`src/rtl/button_step_ctrl.sv`:
```
// Button step controller: turns a debounced button level into one advance strobe per press,
// followed by auto-repeat strobes while the button stays held, and tracks the message position.
module button_step_ctrl #(
   parameter int unsigned HOLD_CYCLES   = 8,
   parameter int unsigned REPEAT_CYCLES = 4,
   parameter int unsigned MSG_LEN       = 16,
   parameter int unsigned IDX_W         = 4
) (
   input  logic             clk,
   input  logic             reset,
   input  logic             btn_debounc,
   output logic             step_pulse,
   output logic [IDX_W-1:0] char_index,
   output logic             held
);

   localparam int unsigned MAX_CNT = (HOLD_CYCLES > REPEAT_CYCLES) ? HOLD_CYCLES : REPEAT_CYCLES;
   localparam int unsigned CNT_W   = $clog2(MAX_CNT);

   typedef enum logic [1:0] {
      S_LOCK    = 2'd0,
      S_IDLE    = 2'd1,
      S_PRESSED = 2'd2,
      S_REPEAT  = 2'd3
   } state_t;

   state_t             r_state;
   state_t             w_state_nxt;
   logic [CNT_W-1:0]   r_cnt;
   logic [CNT_W-1:0]   w_cnt_nxt;
   logic               r_step_pulse;
   logic               w_pulse_nxt;
   logic [IDX_W-1:0]   r_char_index;
   logic [IDX_W-1:0]   w_idx_nxt;
   logic               r_held;
   logic               w_held_nxt;

   // Next state, hold/repeat counter and pulse decision; release always wins over a terminal count.
   always_comb begin
      w_state_nxt = r_state;
      w_cnt_nxt   = r_cnt;
      w_pulse_nxt = 1'b0;
      w_idx_nxt   = r_char_index;
      w_held_nxt  = 1'b0;

      case (r_state)
         S_LOCK: begin
            if (!btn_debounc) begin
               w_state_nxt = S_IDLE;
            end
         end
         S_IDLE: begin
            if (btn_debounc) begin
               w_state_nxt = S_PRESSED;
               w_cnt_nxt   = '0;
               w_pulse_nxt = 1'b1;
            end
         end
         S_PRESSED: begin
            if (!btn_debounc) begin
               w_state_nxt = S_IDLE;
            end else if (r_cnt == CNT_W'(HOLD_CYCLES - 1)) begin
               w_state_nxt = S_REPEAT;
               w_cnt_nxt   = '0;
               w_pulse_nxt = 1'b1;
            end else begin
               w_cnt_nxt = r_cnt + CNT_W'(1);
            end
         end
         S_REPEAT: begin
            if (!btn_debounc) begin
               w_state_nxt = S_IDLE;
            end else if (r_cnt == CNT_W'(REPEAT_CYCLES - 1)) begin
               w_cnt_nxt   = '0;
               w_pulse_nxt = 1'b1;
            end else begin
               w_cnt_nxt = r_cnt + CNT_W'(1);
            end
         end
         default: begin
            w_state_nxt = S_LOCK;
            w_cnt_nxt   = '0;
         end
      endcase

      if (w_pulse_nxt) begin
         w_idx_nxt = (r_char_index == IDX_W'(MSG_LEN - 1)) ? '0 : r_char_index + IDX_W'(1);
      end
      w_held_nxt = (w_state_nxt == S_REPEAT);
   end

   // State and registered outputs; reset drops into LOCK so a held button cannot fire.
   always_ff @(posedge clk) begin
      if (reset) begin
         r_state      <= S_LOCK;
         r_cnt        <= '0;
         r_step_pulse <= 1'b0;
         r_char_index <= '0;
         r_held       <= 1'b0;
      end else begin
         r_state      <= w_state_nxt;
         r_cnt        <= w_cnt_nxt;
         r_step_pulse <= w_pulse_nxt;
         r_char_index <= w_idx_nxt;
         r_held       <= w_held_nxt;
      end
   end

   assign step_pulse = r_step_pulse;
   assign char_index = r_char_index;
   assign held       = r_held;

endmodule

```
`config.mk`:
```
export PLATFORM = sky130hd
export DESIGN_NAME = button_step_ctrl
export DESIGN_NICKNAME = d
export VERILOG_FILES = /design/src/rtl/button_step_ctrl.sv
export SDC_FILE = /design/constraint.sdc
export NUM_CORES = 1
export LEC_CHECK = 0
export ABC_AREA = 1
export CORE_MARGIN = 4
export CORE_UTILIZATION = 35
export CTS_BUF_LIST = sky130_fd_sc_hd__clkbuf_4
export DETAILED_ROUTE_END_ITERATION = 8
export GPL_TIMING_DRIVEN = 0
export SLEW_MARGIN = 5
export SYNTH_ARGS = -nofsm -noshare
export SYNTH_HDL_FRONTEND = slang
export SYNTH_SLANG_ARGS = --single-unit
export TNS_END_PERCENT = 20
```
`constraint.sdc`:
```
create_clock -name clk -period 1.4 [get_ports clk]
set_clock_uncertainty 0.05 [all_clocks]
set_input_delay 0.14 -clock clk [delete_from_list [all_inputs] [get_ports clk]]
set_output_delay 0.14 -clock clk [all_outputs]
set_load 0.01 [all_outputs]
```
==> out/qor.txt <==
status: completed
global-route usage over all layers: 11.30%
worst min path class: register to register
Power Dens Cells: 837.5 nW/um^2
startpoint types: register
Core ar.: 1982 um^2
sw frac: 30.72%
crit-path max cell delay: 0.36 ns
clock root buffer: clkbuf_4
post-synthesis cell count: 102
Initial DRT Pass Iterations: 4
CTS Buffer Depth: 2
port bufs: 8
share of layout cells above drive strength 1: 24.56%
postcts setup bufs: 0
Syn. warnings: 0
internal power: 0.0005546 W
Mean Syn Cell Area: 7.188 um^2
sequential element share of the synthesized area: 30.03%
initial core utilization: 36.99%
CTS H-tree depth: 1
share of the synthesized area in the top cell type: 30.03%
Reg clk slew, reported paths: 0.07 ns
cell with the most instances on the worst path: nand2_2
most common cell after layout, fill and taps aside: nand2_1
clock power share: 28.9%
count of cell types in the netlist: 18
area leader, netlist: dfxtp_1
Die W: 53.77 um
FF-to-FF Start: r_cnt[0]$_SDFFE_PP0P_
CP max stage cell: dfxtp_2
Netlist Area Pre-Place: 733.2 um^2
DRT iter0 DRCs: 3
vias per inst: 4.475
Vias: 631
Routed WL: 1.357 mm
Setup crit start: r_cnt[0]$_SDFFE_PP0P_
gpl congestion: 0.7976
DRC viols: 0
NetSw: 0.0002460 W
Chip Height: 53.77 um
CP arrival: 1.47 ns
CP top delay family: simple AND/OR/NAND/NOR gates
peak supply drop: 0.5755 mV
worst skew pair latency: 0.26 ns
total CTS buffers: 3
initial antenna violation count: 0
CP cell instances: ha_4, ha_2, nand2_2, nand2_4, nand3_4, nand2_2, nand2_1, nor2_1
Worst Path Max Fanout: 7
top post-synthesis cells by area: dfxtp_1 30%, ha_1 17%, nand2_1 12%
Seq cells post-synth: 11
antenna fix cells: 0
maxcap violations: 0
Final HPWL DP: 1.047 mm
Fmax: 756.4 MHz
post-route ant nets: 0
Syn Nets: 115
CP required: 1.55 ns
Setup TNS Final: 0 ns
TritonCTS clock tree: built
leak pwr: 0.4401 nW
vias in the first global route: 624
Final nets: 128
crit share post-route: 94.44%
Cells after DPL: 137
Final Hold Vio Count: 0
Syn-to-layout area delta: 30.38%
first-pass GRT wire length: 2.366 mm
Buf/Inv on CP: 0
part of the power in combinational logic: 26.9%
Hold Crit Start: r_cnt[1]$_SDFFE_PP0P_
slew at the pin closest to its max-slew limit: 0.2483 ns
total die area: 2891 um^2
total gr overflow: 0
min Tclk post-route: 1.322 ns
num rows: 16
Flop pwr share: 44.3%
Final Slew Violations: 0
final setup vio count: 0
drt wl/cell: 9.624 um
post-layout util: 48.23%
largest net degree at the start of global routing: 8
Layout Cells excl Fill: 141
# IOs: 9
Sink Count: 11
Filler Cells Inserted: 209
Max-slew headroom: 83.39%
critical path type: register to register
crit end category: register
most frequent cells in the layout: 23 x nand2_1, 16 x inv_1, 9 x nor2_1, 6 x dfxtp_1, 5 x nand3_1
[tightest hold or removal path, stage by stage, from the launching register on]
cell,delay (ns)
dfxtp_2,0.34
nand2_1,0.06
a21oi_1,0.05
[metrics by stage]
step / setup WS (ns) / power, W / hold slack [ns] / area (um^2)
after detailed placement: -0.05878 / 0.0005419 / 0.4098 / 847.1
after global routing: -0.01393 / 0.0008622 / 0.4498 / 955.9
final: 0.07791 / 0.0008006 / 0.4357 / 955.9
after floorplan: 0.1221 / 0.0004957 / 0.1591 / 733.2
after global placement: -0.03117 / 0.0005386 / 0.4086 / 847.1
after CTS: -0.0003284 / 0.0007782 / 0.4239 / 888.4
[registers in the layout, indices dropped and copies added, names as in the netlist]
name	flops
char_index	4
held	1
r_state	2
step_pulse	1
r_cnt	3
[layout make-up]
type	count	area (um^2)	area share [%]
multi-input cells	71	503.0	52.62
flip-flops and latches	11	231.5	24.21
repair buffers	8	82.58	8.639
inverters	20	75.07	7.853
well taps	27	33.78	3.534
clock buffers	4	30.03	3.141
[synthesized netlist by cell type (all sizes together)]
| cell | instances |
|---|---|
| inv | 20 |
| a21oi | 4 |
| dfxtp | 11 |
| o21ai | 9 |
| o21bai | 1 |
| nand3 | 6 |
| ha | 10 |
| nor2 | 10 |
| nand3b | 1 |
| a21boi | 1 |
| nand2 | 27 |
| nand4 | 2 |
[cells by family after synthesis]
family          after synthesis  synth area share, %
fa+ha+maj                    10                17.06
compound gates               15                11.43
flops                        11                30.03
buf+inv                      20                10.24
simple gates                 46                31.23
[layer usage]
metal  GRT usage [%]  up-vias  part of all wire (%)
met4           7.234        0                   1.3
met3           2.770        2                   4.2
li1                -      345                     -
met1           13.30      276                    47
met5               0        -                     0
met2           18.15        8                    47
[worst paths after layout]
path                            slack [ns]                    endpoint  depth (start not counted)
worst max-delay path                  0.08  char_index[3]$_SDFFE_PP0P_                          8
worst min-delay path                  0.44       r_cnt[1]$_SDFFE_PP0P_                          2
worst max register to register        0.08  char_index[3]$_SDFFE_PP0P_                          8
worst min register to register        0.44       r_cnt[1]$_SDFFE_PP0P_                          2
[power by group through the flow]
stage	Combinational, W	Clock, W	Sequential [W]
2_1_floorplan	0.000141	0	0.000355
3_3_place_gp	0.000183	0	0.000356
3_5_place_dp	0.000185	0	0.000357
4_1_cts	0.000188	0.000239	0.000351
5_1_grt	0.000245	0.000260	0.000358
6_report	0.000215	0.000231	0.000354
[repair_timing]
item	4_1_cts	5_1_grt
pin swaps	1	2
hold endpoints to repair	0	0
hold buffers	0	0
gates resized for setup	9	21
setup endpoints to repair	10	9
No activity file was read; power rests on OpenSTA's default activity.
